### config.mk
export PLATFORM = sky130hd
export DESIGN_NAME = vga_box_animator
export DESIGN_NICKNAME = d
export VERILOG_FILES = /design/src/rtl/vga_pkg.sv /design/src/rtl/box_axis.sv /design/src/rtl/vga_box_animator.sv
export SDC_FILE = /design/constraint.sdc
export NUM_CORES = 1
export LEC_CHECK = 0
export BUFFER_PORTS_ARGS = -buffer_cell sky130_fd_sc_hd__buf_4
export CAP_MARGIN = 20
export CORE_MARGIN = 2
export CORE_UTILIZATION = 40
export DETAILED_ROUTE_END_ITERATION = 10
export GPL_TIMING_DRIVEN = 0
export PLACE_DENSITY = 0.64
export SLEW_MARGIN = 20
export SYNTH_ARGS = -nofsm -noshare
export SYNTH_HDL_FRONTEND = slang
export SYNTH_HIERARCHICAL = 1
export SYNTH_SLANG_ARGS = --single-unit
### constraint.sdc
create_clock -name clk -period 8.4 [get_ports clk]
set_clock_uncertainty 0.05 [all_clocks]
set_input_delay 1.68 -clock clk [delete_from_list [all_inputs] [get_ports clk]]
set_output_delay 1.68 -clock clk [all_outputs]
set_load 0.1 [all_outputs]
### src/rtl/vga_pkg.sv
// Shared 640x480 VGA constants, RGB type and the box animator palette.
// The timing constants are also used by the display controller.
package vga_pkg;

   localparam int H_ACTIVE = 640;
   localparam int H_FRONT  = 16;
   localparam int H_SYNC   = 96;
   localparam int H_BACK   = 48;
   localparam int V_ACTIVE = 480;
   localparam int V_FRONT  = 10;
   localparam int V_SYNC   = 2;
   localparam int V_BACK   = 33;

   typedef struct packed {
      logic [2:0] r;
      logic [2:0] g;
      logic [2:0] b;
   } rgb_t;

   localparam rgb_t BG_COLOR = 9'b000_000_001;

   typedef enum logic {ST_IDLE, ST_UPDATE} motion_st_t;

   function automatic rgb_t palette(input logic [2:0] idx);
      rgb_t c;
      case (idx)
         3'd0:    c = 9'b111_000_000;
         3'd1:    c = 9'b000_111_000;
         3'd2:    c = 9'b000_000_111;
         3'd3:    c = 9'b111_111_000;
         3'd4:    c = 9'b000_111_111;
         3'd5:    c = 9'b111_000_111;
         3'd6:    c = 9'b111_111_111;
         default: c = 9'b100_010_011;
      endcase
      return c;
   endfunction

endpackage

### src/rtl/box_axis.sv
// One axis of the bouncing square: position, direction and wall-bounce detection.
// bounce_o is combinational and high only in the cycle upd_i is applied.
module box_axis #(
   parameter int LIMIT    = 640,
   parameter int BOX_SIZE = 32,
   parameter int STEP     = 2,
   parameter int POS0     = 0
) (
   input  logic       clk,
   input  logic       rst,
   input  logic       upd_i,
   output logic [9:0] pos_o,
   output logic       bounce_o
);

   logic [9:0]  pos_q, pos_d;
   logic        dir_q, dir_d;
   logic [10:0] pos_ext;

   assign pos_ext = {1'b0, pos_q};
   assign pos_o   = pos_q;

   // 11-bit compares so the far-wall test cannot wrap
   always_comb begin
      pos_d    = pos_q;
      dir_d    = dir_q;
      bounce_o = 1'b0;
      if (upd_i) begin
         if (dir_q) begin
            if (pos_ext + 11'(BOX_SIZE + STEP) > 11'(LIMIT)) begin
               pos_d    = 10'(LIMIT - BOX_SIZE);
               dir_d    = 1'b0;
               bounce_o = 1'b1;
            end else begin
               pos_d = pos_q + 10'(STEP);
            end
         end else begin
            if (pos_ext < 11'(STEP)) begin
               pos_d    = '0;
               dir_d    = 1'b1;
               bounce_o = 1'b1;
            end else begin
               pos_d = pos_q - 10'(STEP);
            end
         end
      end
   end

   always_ff @(posedge clk or posedge rst) begin
      if (rst) begin
         pos_q <= 10'(POS0);
         dir_q <= 1'b1;
      end else begin
         pos_q <= pos_d;
         dir_q <= dir_d;
      end
   end

endmodule

### src/rtl/vga_box_animator.sv
// Bouncing-square pixel source: per-frame motion, palette stepping on wall
// bounces, and a registered hit test producing RGB one pix_en after sampling.
module vga_box_animator
   import vga_pkg::*;
#(
   parameter int H_ACTIVE = 640,
   parameter int V_ACTIVE = 480,
   parameter int BOX_SIZE = 32,
   parameter int STEP     = 2,
   parameter int X0       = 0,
   parameter int Y0       = 0
) (
   input  logic       clk,
   input  logic       rst,
   input  logic       pix_en,
   input  logic [9:0] hcount,
   input  logic [9:0] vcount,
   input  logic       video_on,
   input  logic       frame_tick,
   input  logic       freeze,
   output logic [2:0] red,
   output logic [2:0] green,
   output logic [2:0] blue,
   output logic [7:0] bounce_cnt
);

   motion_st_t  state_q, state_d;
   logic        upd;
   logic [9:0]  x, y;
   logic        bx, by;
   logic [2:0]  pal_q, pal_d;
   logic [7:0]  cnt_q, cnt_d;
   rgb_t        rgb_q, rgb_d;
   logic [10:0] h_ext, v_ext, x_ext, y_ext;
   logic        hit;

   box_axis #(.LIMIT(H_ACTIVE), .BOX_SIZE(BOX_SIZE), .STEP(STEP), .POS0(X0)) u_x (
      .clk(clk), .rst(rst), .upd_i(upd), .pos_o(x), .bounce_o(bx)
   );

   box_axis #(.LIMIT(V_ACTIVE), .BOX_SIZE(BOX_SIZE), .STEP(STEP), .POS0(Y0)) u_y (
      .clk(clk), .rst(rst), .upd_i(upd), .pos_o(y), .bounce_o(by)
   );

   // The move is applied on the accepting edge; UPDATE only swallows a
   // frame_tick that lingers into the following cycle.
   always_comb begin
      state_d = state_q;
      upd     = 1'b0;
      case (state_q)
         ST_IDLE: begin
            if (frame_tick && !freeze) begin
               state_d = ST_UPDATE;
               upd     = 1'b1;
            end
         end
         ST_UPDATE: state_d = ST_IDLE;
         default:   state_d = ST_IDLE;
      endcase
   end

   always_comb begin
      pal_d = pal_q;
      cnt_d = cnt_q;
      if (bx || by) begin
         pal_d = pal_q + 3'd1;
         cnt_d = cnt_q + 8'd1;
      end
   end

   assign h_ext = {1'b0, hcount};
   assign v_ext = {1'b0, vcount};
   assign x_ext = {1'b0, x};
   assign y_ext = {1'b0, y};
   assign hit   = (h_ext >= x_ext) && (h_ext < x_ext + 11'(BOX_SIZE)) &&
                  (v_ext >= y_ext) && (v_ext < y_ext + 11'(BOX_SIZE));

   always_comb begin
      rgb_d = rgb_q;
      if (pix_en) begin
         if (!video_on)  rgb_d = '0;
         else if (hit)   rgb_d = palette(pal_q);
         else            rgb_d = BG_COLOR;
      end
   end

   always_ff @(posedge clk or posedge rst) begin
      if (rst) begin
         state_q <= ST_IDLE;
         pal_q   <= '0;
         cnt_q   <= '0;
         rgb_q   <= '0;
      end else begin
         state_q <= state_d;
         pal_q   <= pal_d;
         cnt_q   <= cnt_d;
         rgb_q   <= rgb_d;
      end
   end

   assign red        = rgb_q.r;
   assign green      = rgb_q.g;
   assign blue       = rgb_q.b;
   assign bounce_cnt = cnt_q;

endmodule

Word level (Yosys, flattened, before mapping)
Index checks and enable logic that the tools add are counted.

storage, ports and cells
  flip-flop bits (word level) = 43
  input port bits = 26
  output and inout bits = 17

cells by class
  add/sub/neg operators = 10
  magnitude comparators = 8
  eq/ne operators = 6
  muxes and demuxes = 24
  bitwise logic cells = 1
  reductions and logical operators = 7

operators by type and width
  operator                 number
  $pmux W9 S7              1
  $mux W10                 6
  $add A10 B6 Y11 const B  4
  $lt A10 B11 Y1           2
  $add A10 B2 Y10 const B  2
  $ge A10 B10 Y1           2
  $lt A10 B2 Y1 const B    2
  $sub A10 B2 Y10 const B  2
  $mux W9                  2
  $mux W1                  14
  $gt A11 B10 Y1 const B   1
  $gt A11 B9 Y1 const B    1
  $eq A3 B3 Y1 const B     3
  $add A8 B1 Y8 const B    1
  $eq A3 B2 Y1 const B     2
  $logic_and A1 B1 Y1      4
  $add A3 B1 Y3 const B    1
  $eq A3 B1 Y1 const B     1
  $logic_not A3 Y1         1
  $pmux W1 S2              1
  $logic_not A1 Y1         1
  $logic_or A1 B1 Y1       1
  $not A1 Y1               1

Depth between registers and ports, before layout
Gate-level depths: netlist of the first run.

  depth after elaboration = 7
  mapped depth = 12
  gate-level depth less buffers = 11

Hierarchy
Netlist of the first run, hierarchy kept.

modules (own cells, without submodules)
  module            times used  cells an instance  area each (um^2)  sequential area each (um^2)
  vga_box_animator  1           204                1838.0            475.5
  box_axis at u_x   1           123                964.7             251.5
  box_axis at u_y   1           116                940.9             251.5

Least setup slack after synthesis of the first run
OpenSTA, ideal clock, no wires.

  kind = input-to-reg
  start point = input freeze
  end point = register cnt_q[7], in the netlist bounce_cnt[7]
  library setup time = 0.158 ns
  data arrival time = 3.721 ns
  required time = 8.192 ns
  path slack = 4.471 ns
  cell stages on the path = 8
  buffers on the path = 2
  cells stage by stage = nor3b_1 clkbuf_1 clkbuf_1 and3_1 o2111ai_1 nor2_1 nand3_1 xnor2_1

between the ends
  longest elaborated chain between the ends = 6
  elaborated cells on any way between the ends = 7
  classes of those cells = mux (4); reduce/logical (3)

ends and longest elaborated chain
  item                  RTL line                text
  start, declared       vga_box_animator.sv:20  input logic freeze,
  $logic_not A1 Y1      vga_box_animator.sv:52  if (frame_tick && !freeze) begin
  $logic_and A1 B1 Y1   vga_box_animator.sv:52
  $mux W1               vga_box_animator.sv:52
  $mux W1               vga_box_animator.sv:50  case (state_q)
  $mux W1               box_axis.sv:28          if (upd_i) begin
  named net by          vga_box_animator.sv:30  logic bx, by;
  $logic_or A1 B1 Y1    vga_box_animator.sv:65  if (bx || by) begin
  end signal, assigned  vga_box_animator.sv:96  cnt_q <= cnt_d;
  end, declared         vga_box_animator.sv:32  logic [7:0] cnt_q, cnt_d;

The timed path passes the listed nets, and every way through them passes these cells.
A chain may end at the register's enable or synchronous reset.

Worst setup path in the final report of the first run
Same ends and word-level chain as after synthesis.

==> summary.txt, run 1 <==
Outcome
  – Status: completed

Timing
  – Fin crit period: roughly 4.0 ns
  – Max_slew headroom: between 50% and 60%
  – Endpoints failing hold: 0
  – Worst-Margin Slew: approximately 0.7 ns
  – Worst setup margin: ~4.4 ns
  – Maximum clock frequency: roughly 250 MHz
  – Sum Neg Setup Slack: 0 ns
  – Setup violators final: 0
  – RSZ-0062 raised after global routing: no
  – Final period util: 47.6%
  – Slew Viols, Final: 0
  – Hold Slack: roughly 0.44 ns

Layout
  – Share of layout cells above drive strength 1: 18.7%
  – Fin util: between 40% and 50%
  – Antenna Diode Count: 0
  – Area grow syn2layout: 15.4%
  – Most common cell after layout, fill and taps aside: buf_4
  – Layout Nets: 560
  – Filler cell count: a little under 900
  – Most frequent cells in the layout: buf_4 (46), inv_1 (43), ha_1 (42), dfrtp_1 (37), nand2_1 (27)

Die
  – # rows: 35
  – Core area: ~9000 sq um
  – Initial Utilization: between 40% and 50%
  – Ports: 43
  – Die X: a little over 100 microns
  – Die Area: around 10000 sq um
  – Die H: ~100 microns

Detailed routing
  – DR iter-0 viols: slightly below 200
  – Post-route DRC: 0
  – DRT Pass-1 Iters: 6
  – Vias after detailed routing: between 3000 and 4000
  – Via density: between 5 and 6
  – DR WL/cell: 14.8 microns
  – Total wire length: slightly below 9000 microns
  – Routed Antenna Nets: 0

Worst setup path
  – Worst path most repeated cell: clkbuf_1
  – Data arrival time of the critical path: around 4.1 ns
  – R2R Setup Slk: about 5.2 ns
  – Setup CP Type: in -> reg
  – Slowest cell on crit path: nor3b_2
  – CP endpoint kind: flop
  – Slowest stage delay, CP: 0.58 ns
  – Worst path cell trace: buf_4, nor3b_2, clkbuf_1, clkbuf_1, and3_1, o2111ai_1, nor2_1, nand3_1, xnor2_1
  – Buf/Inv on CP: 3
  – CP Depth: 9
  – Critical path's top delay family: simple AND/OR/NAND/NOR gates
  – Worst path required time: 8.54 ns
  – CP startpoint kind: input port
  – R2R cell count: 9
  – Crit-path max FO: 10

Yosys
  – Net count after synthesis: between 500 and 600
  – Syn avg cell area: between 8 and 9 sq um
  – Synth Instances: around 440
  – Post-synth top area share: around a quarter
  – Flops & latches, synth: 39
  – Synth top area cells: dfrtp_1 (25%), ha_1 (14%), inv_1 (4.3%)
  – Post-synth top flop: dfrtp_1
  – FFs w/ async S/R, synth: 100%
  – Yosys top cell by area: dfrtp_1
  – Synthesized area: about 3700 sq um
  – Sequential-to-total area share from yosys stat: a little over a quarter
  – Post-synth EDFFs: 0
  – Yosys warning total: 6
  – Count of cell types in the netlist: 73

Clock tree
  – Clock buffer depth: 2
  – Root Buffer: clkbuf_8
  – Post-CTS setup buffers: 0
  – CTS H-Tree Depth: 2
  – Clock-pin transition on the worst setup and hold timing paths: ~0.090 ns
  – # clock sinks: 39
  – Clock latency on the worst-skew pair: 0.30 ns
  – # hold bufs at CTS: 0
  – Post-cts sizing count: 0
  – CTS tree: done
  – CTS buffer count: 5

GRT
  – Initial antenna violation count: 0
  – Vias in the first global route: roughly 3200
  – Global-route wire length before repair: approximately 15000 microns
  – Total GRT Usage: 18.1%
  – Largest net degree at the start of global routing: 20
  – Grt ovf: 0

Place
  – Dpl ws: 3.69 ns
  – PortBufs: 42
  – Routability cong.: 0.895
  – Post-DP HPWL: 6980 microns

Min path
  – WHS Path Cells: 1
  – Worst Hold Class: reg -> reg

Power
  – Pwr per Cell Area: approximately 310 nW/um^2
  – LEAKAGE: 1.94 nW
  – Max IR drop VDD: approximately 180 uV

Job
  – Max cap viols: 0
==> cell families after synthesis <==
logic type | after synthesis | synth area share (%)
compound gates | 124 | 23.9
xor+xnor | 21 | 4.91
fa+ha+maj | 42 | 14.0
buf+inv | 74 | 8.62
flops | 39 | 26.1
mux | 6 | 1.67
other cells | 2 | 0.201
simple gates | 135 | 20.6
==> power breakdown <==
group	internal, mW	switching, mW	total, mW	leakage, nW
combinational	0.313	0.521	0.834	1.40
clock	0.0901	0.0741	0.164	0.0587
sequential	0.249	0.0977	0.346	0.483
total	0.652	0.693	1.34	1.94
==> cells in the mapped netlist, drive strengths merged (7+ instances only) <==
| cell | number |
|---|---|
| o21ai | 21 |
| nand2 | 28 |
| a21oi | 28 |
| nand2b | 7 |
| buf | 13 |
| and3 | 8 |
| ha | 42 |
| nand4 | 7 |
| o22ai | 8 |
| nor3 | 15 |
| a31oi | 9 |
| nand3 | 17 |
| clkbuf | 12 |
| inv | 48 |
| dfrtp | 37 |
| xnor2 | 15 |
| nor2 | 22 |
==> stage by stage <==
stage,power (mW),area (sq um),std cells
after floorplan,0.989,3740,443
after global placement,1.16,4200,596
final,1.34,4320,604
after detailed placement,1.18,4200,596
after global routing,1.47,4320,604
after CTS,1.35,4310,604
==> path summary, 6_finish.rpt <==
kind                               start            end
min in group asynchronous            rst   u_x/pos_o[5]
max                               freeze  bounce_cnt[7]
max reg2reg                 u_x/pos_o[1]       pal_q[1]
min reg2reg                bounce_cnt[7]  bounce_cnt[7]
min                        bounce_cnt[7]  bounce_cnt[7]
max in group asynchronous            rst       green[0]
==> registers in the layout (all words and copies together) (netlist names) <==
name and cells:
u_x/pos_o 9, u_y/pos_o 9, bounce_cnt 8, blue 3
pal_q 3, green 2, red 2, state_q 1
u_x/dir_q 1, u_y/dir_q 1
==> layer usage <==
layer  global-route usage (%)  wire length (microns)  vias to the layer above
li1                         -                      -                     1708
met1                     24.2                   4100                     1642
met2                     31.5                   4470                       90
met3                     2.29                    331                       10
met4                     3.58                     48                        0
met5                        0                      0                        -
==> final cells by class <==
type / count / area, sq um / area share, %
Clock buffer: 5 / 68.8 / 1.59
Timing Repair Buffer: 42 / 315 / 7.30
Multi-Input combinational cell: 330 / 2450 / 56.7
Sequential cell: 39 / 978 / 22.7
Inverter: 49 / 184 / 4.26
Buffer: 25 / 139 / 3.22
Clock inverter: 3 / 47.5 / 1.10
Tap cell: 111 / 139 / 3.22
Note: power is estimated with default switching activity, not from simulation.
==> run 2: changes to the inputs <==
- ABC_AREA: default -> 1
- PLACE_DENSITY: 0.64 -> 0.66
- clock period: 8.4 -> 3.3 ns (I/O delays scaled with it)
==> summary.txt, run 2 <==
Die
  – Die X: about 100 microns
  – Ports: 43
  – Die H: about 100 microns
  – Die Area: 10800 sq um
  – Initial Utilization: 40.9%
  – # rows: 36
  – Core area: 9730 sq um

Yosys
  – Count of cell types in the netlist: 38
  – Count leader, synth: nand2_1
  – Most frequent cells after synthesis: nand2_1 (167), inv_1 (92), nor2_1 (55)
  – Synthesized area: 3980 sq um
  – Synth Instances: 595
  – FFs w/ async S/R, synth: 100%
  – Post-synth top area share: 23.3%
  – Post-synth top flop: dfrtp_1
  – Yosys top cell by area: dfrtp_1
  – Sequential-to-total area share from yosys stat: around a quarter
  – Yosys warning total: 6
  – Flops & latches, synth: 39
  – Net count after synthesis: roughly 660
  – Synth top area cells: dfrtp_1 (23%), nand2_1 (16%), ha_1 (13%)
  – Post-synth EDFFs: 0
  – Syn avg cell area: between 6 and 7 sq um

Detailed routing
  – Routed Antenna Nets: 0
  – Post-route DRC: 0
  – Via density: ~4.7
  – DRT Pass-1 Iters: 5
  – Vias after detailed routing: roughly 3700
  – DR WL/cell: about 11 microns
  – Total wire length: between 8000 and 9000 microns
  – DR iter-0 viols: around 160

Timing
  – Setup violators final: 0
  – Maximum clock frequency: about 340 MHz
  – Final period util: 89.1%
  – Fin crit period: 2.94 ns
  – RSZ-0062 raised after global routing: no
  – Endpoints failing hold: 0
  – Hold Slack: around 0.33 ns
  – Worst-Margin Slew: between 0.7 and 0.8 ns
  – Max_slew headroom: 53.2%
  – Slew Viols, Final: 0
  – Worst setup margin: ~0.36 ns

Place
  – PortBufs: 42
  – Dpl ws: ~0.26 ns
  – Routability cong.: between 0.9 and 1
  – # placed instances: 770
  – Post-DP HPWL: 6960 microns

GRT
  – Global-route wire length before repair: 15400 microns
  – Vias in the first global route: 3593
  – Largest net degree at the start of global routing: 20
  – Total GRT Usage: about 16%
  – Grt ovf: 0
  – Initial antenna violation count: 0

Worst setup path
  – Worst path required time: between 3 and 4 ns
  – Worst path most repeated cell: nor2_1
  – Crit-path max FO: 9
  – Slowest stage delay, CP: ~0.57 ns
  – Critical path's top delay family: simple AND/OR/NAND/NOR gates
  – CP endpoint kind: flop
  – Slowest cell on crit path: dfrtp_1
  – Data arrival time of the critical path: between 3 and 4 ns
  – Worst path cell trace: inv_1, ha_1, inv_1, nand2_1, nor2_1, nand2_2, nand2_2, nor2_4, nand2_4, nand3_2, nand2_2, nor2_1, nor2_1, inv_1, nand4_1, nor2_1, xor2_1
  – Buf/Inv on CP: 3
  – Setup CP Type: reg -> reg
  – CP startpoint kind: flop

Power
  – LEAKAGE: about 2.5 nW
  – Pwr per Cell Area: 845 nW/um^2
  – Max IR drop VDD: about 570 uV

Clock tree
  – # clock sinks: 39
  – Clock buffer depth: 2
  – CTS H-Tree Depth: 2
  – CTS tree: done
  – Post-CTS setup buffers: 0
  – Clock latency on the worst-skew pair: 0.28 ns
  – CTS buffer count: 5
  – Post-cts sizing count: 0
  – # hold bufs at CTS: 0
  – Root Buffer: clkbuf_8
  – Clock-pin transition on the worst setup and hold timing paths: approximately 0.07 ns

Layout
  – Most frequent cells in the layout: nand2_1 (167), inv_1 (92), nor2_1 (55), buf_4 (48), ha_1 (42)
  – Most common cell after layout, fill and taps aside: nand2_1
  – Fin util: 46.7%
  – Antenna Diode Count: 0
  – Finished Layout Cells: between 700 and 800
  – Multi-input logic area: about 2500 sq um
  – Layout Nets: 712
  – Area grow syn2layout: 14.3%
  – Sequential cell area: between 900 and 1000 sq um
  – Share of layout cells above drive strength 1: between 10% and 20%
  – Filler cell count: approximately 1000

Min path
  – Worst Hold Class: in -> async

Outcome
  – Status: completed

Job
  – Max cap viols: 0
run 2: cell types whose count changed after synthesis, sizes merged, moves of 8 or more:
cell	before	now
nor2	22	66
nor3	15	2
o22ai	8	0
nand3	17	39
inv	48	99
nand4	7	18
nand2	28	186
and3	8	0
xnor2	15	7
xor2	6	19
clkbuf	12	3
run 2: cell families after synthesis:
| group | count (synthesis) | synth area share [%] |
|---|---|---|
| compound gates | 54 | 7.49 |
| xor+xnor | 26 | 5.73 |
| fa+ha+maj | 42 | 13.2 |
| buf+inv | 116 | 12.1 |
| flops | 39 | 24.6 |
| other cells | 2 | 0.189 |
| simple gates | 316 | 36.7 |
run 2: area by class of cell:
class	instances	area share [%]
inverters	103	8.51
well taps	133	3.66
clock inverters	1	0.110
multi-input cells	440	55.5
repair buffers	42	6.94
plain buffers	13	2.04
flip-flops and latches	39	21.5
clock buffers	7	1.68
run 2: per-layer routing:
layer | global-route usage (%) | wire length [microns] | vias to the layer above
met4 | 4.15 | 100 | 0
met3 | 2.77 | 281 | 9
met1 | 20.9 | 4050 | 1652
li1 | - | - | 1958
met2 | 28.9 | 4160 | 69
met5 | 0 | 0 | -
run 2: worst paths after layout:
check / startpoint / endpoint / slack, ns / cells after the start
min: rst / u_x/pos_o[7] / 0.33 / 2
max: u_y/pos_o[1] / bounce_cnt[6] / 0.36 / 17
min reg2reg: bounce_cnt[7] / bounce_cnt[7] / 0.44 / 1
max in group asynchronous: rst / pal_q[2] / 2.29 / 2
max reg2reg: u_y/pos_o[1] / bounce_cnt[6] / 0.36 / 17
min in group clk: bounce_cnt[7] / bounce_cnt[7] / 0.44 / 1
run 2: where the power goes:
| part | leakage (nW) | switching (mW) | internal [mW] | total (mW) |
|---|---|---|---|---|
| Combinational | 2.04 | 1.69 | 0.937 | 2.62 |
| Clock | 0.0422 | 0.153 | 0.148 | 0.301 |
| Sequential | 0.465 | 0.273 | 0.642 | 0.914 |
| Total | 2.54 | 2.11 | 1.73 | 3.84 |
run 2: through the flow:
step	setup TNS (ns)	power, mW	instance area [sq um]
6_report	0	3.84	4540
3_3_place_gp	-0.663	3.49	4460
5_1_grt	0	4.29	4540
2_1_floorplan	0	3.01	3980
3_5_place_dp	0	3.56	4460
4_1_cts	0	3.88	4540
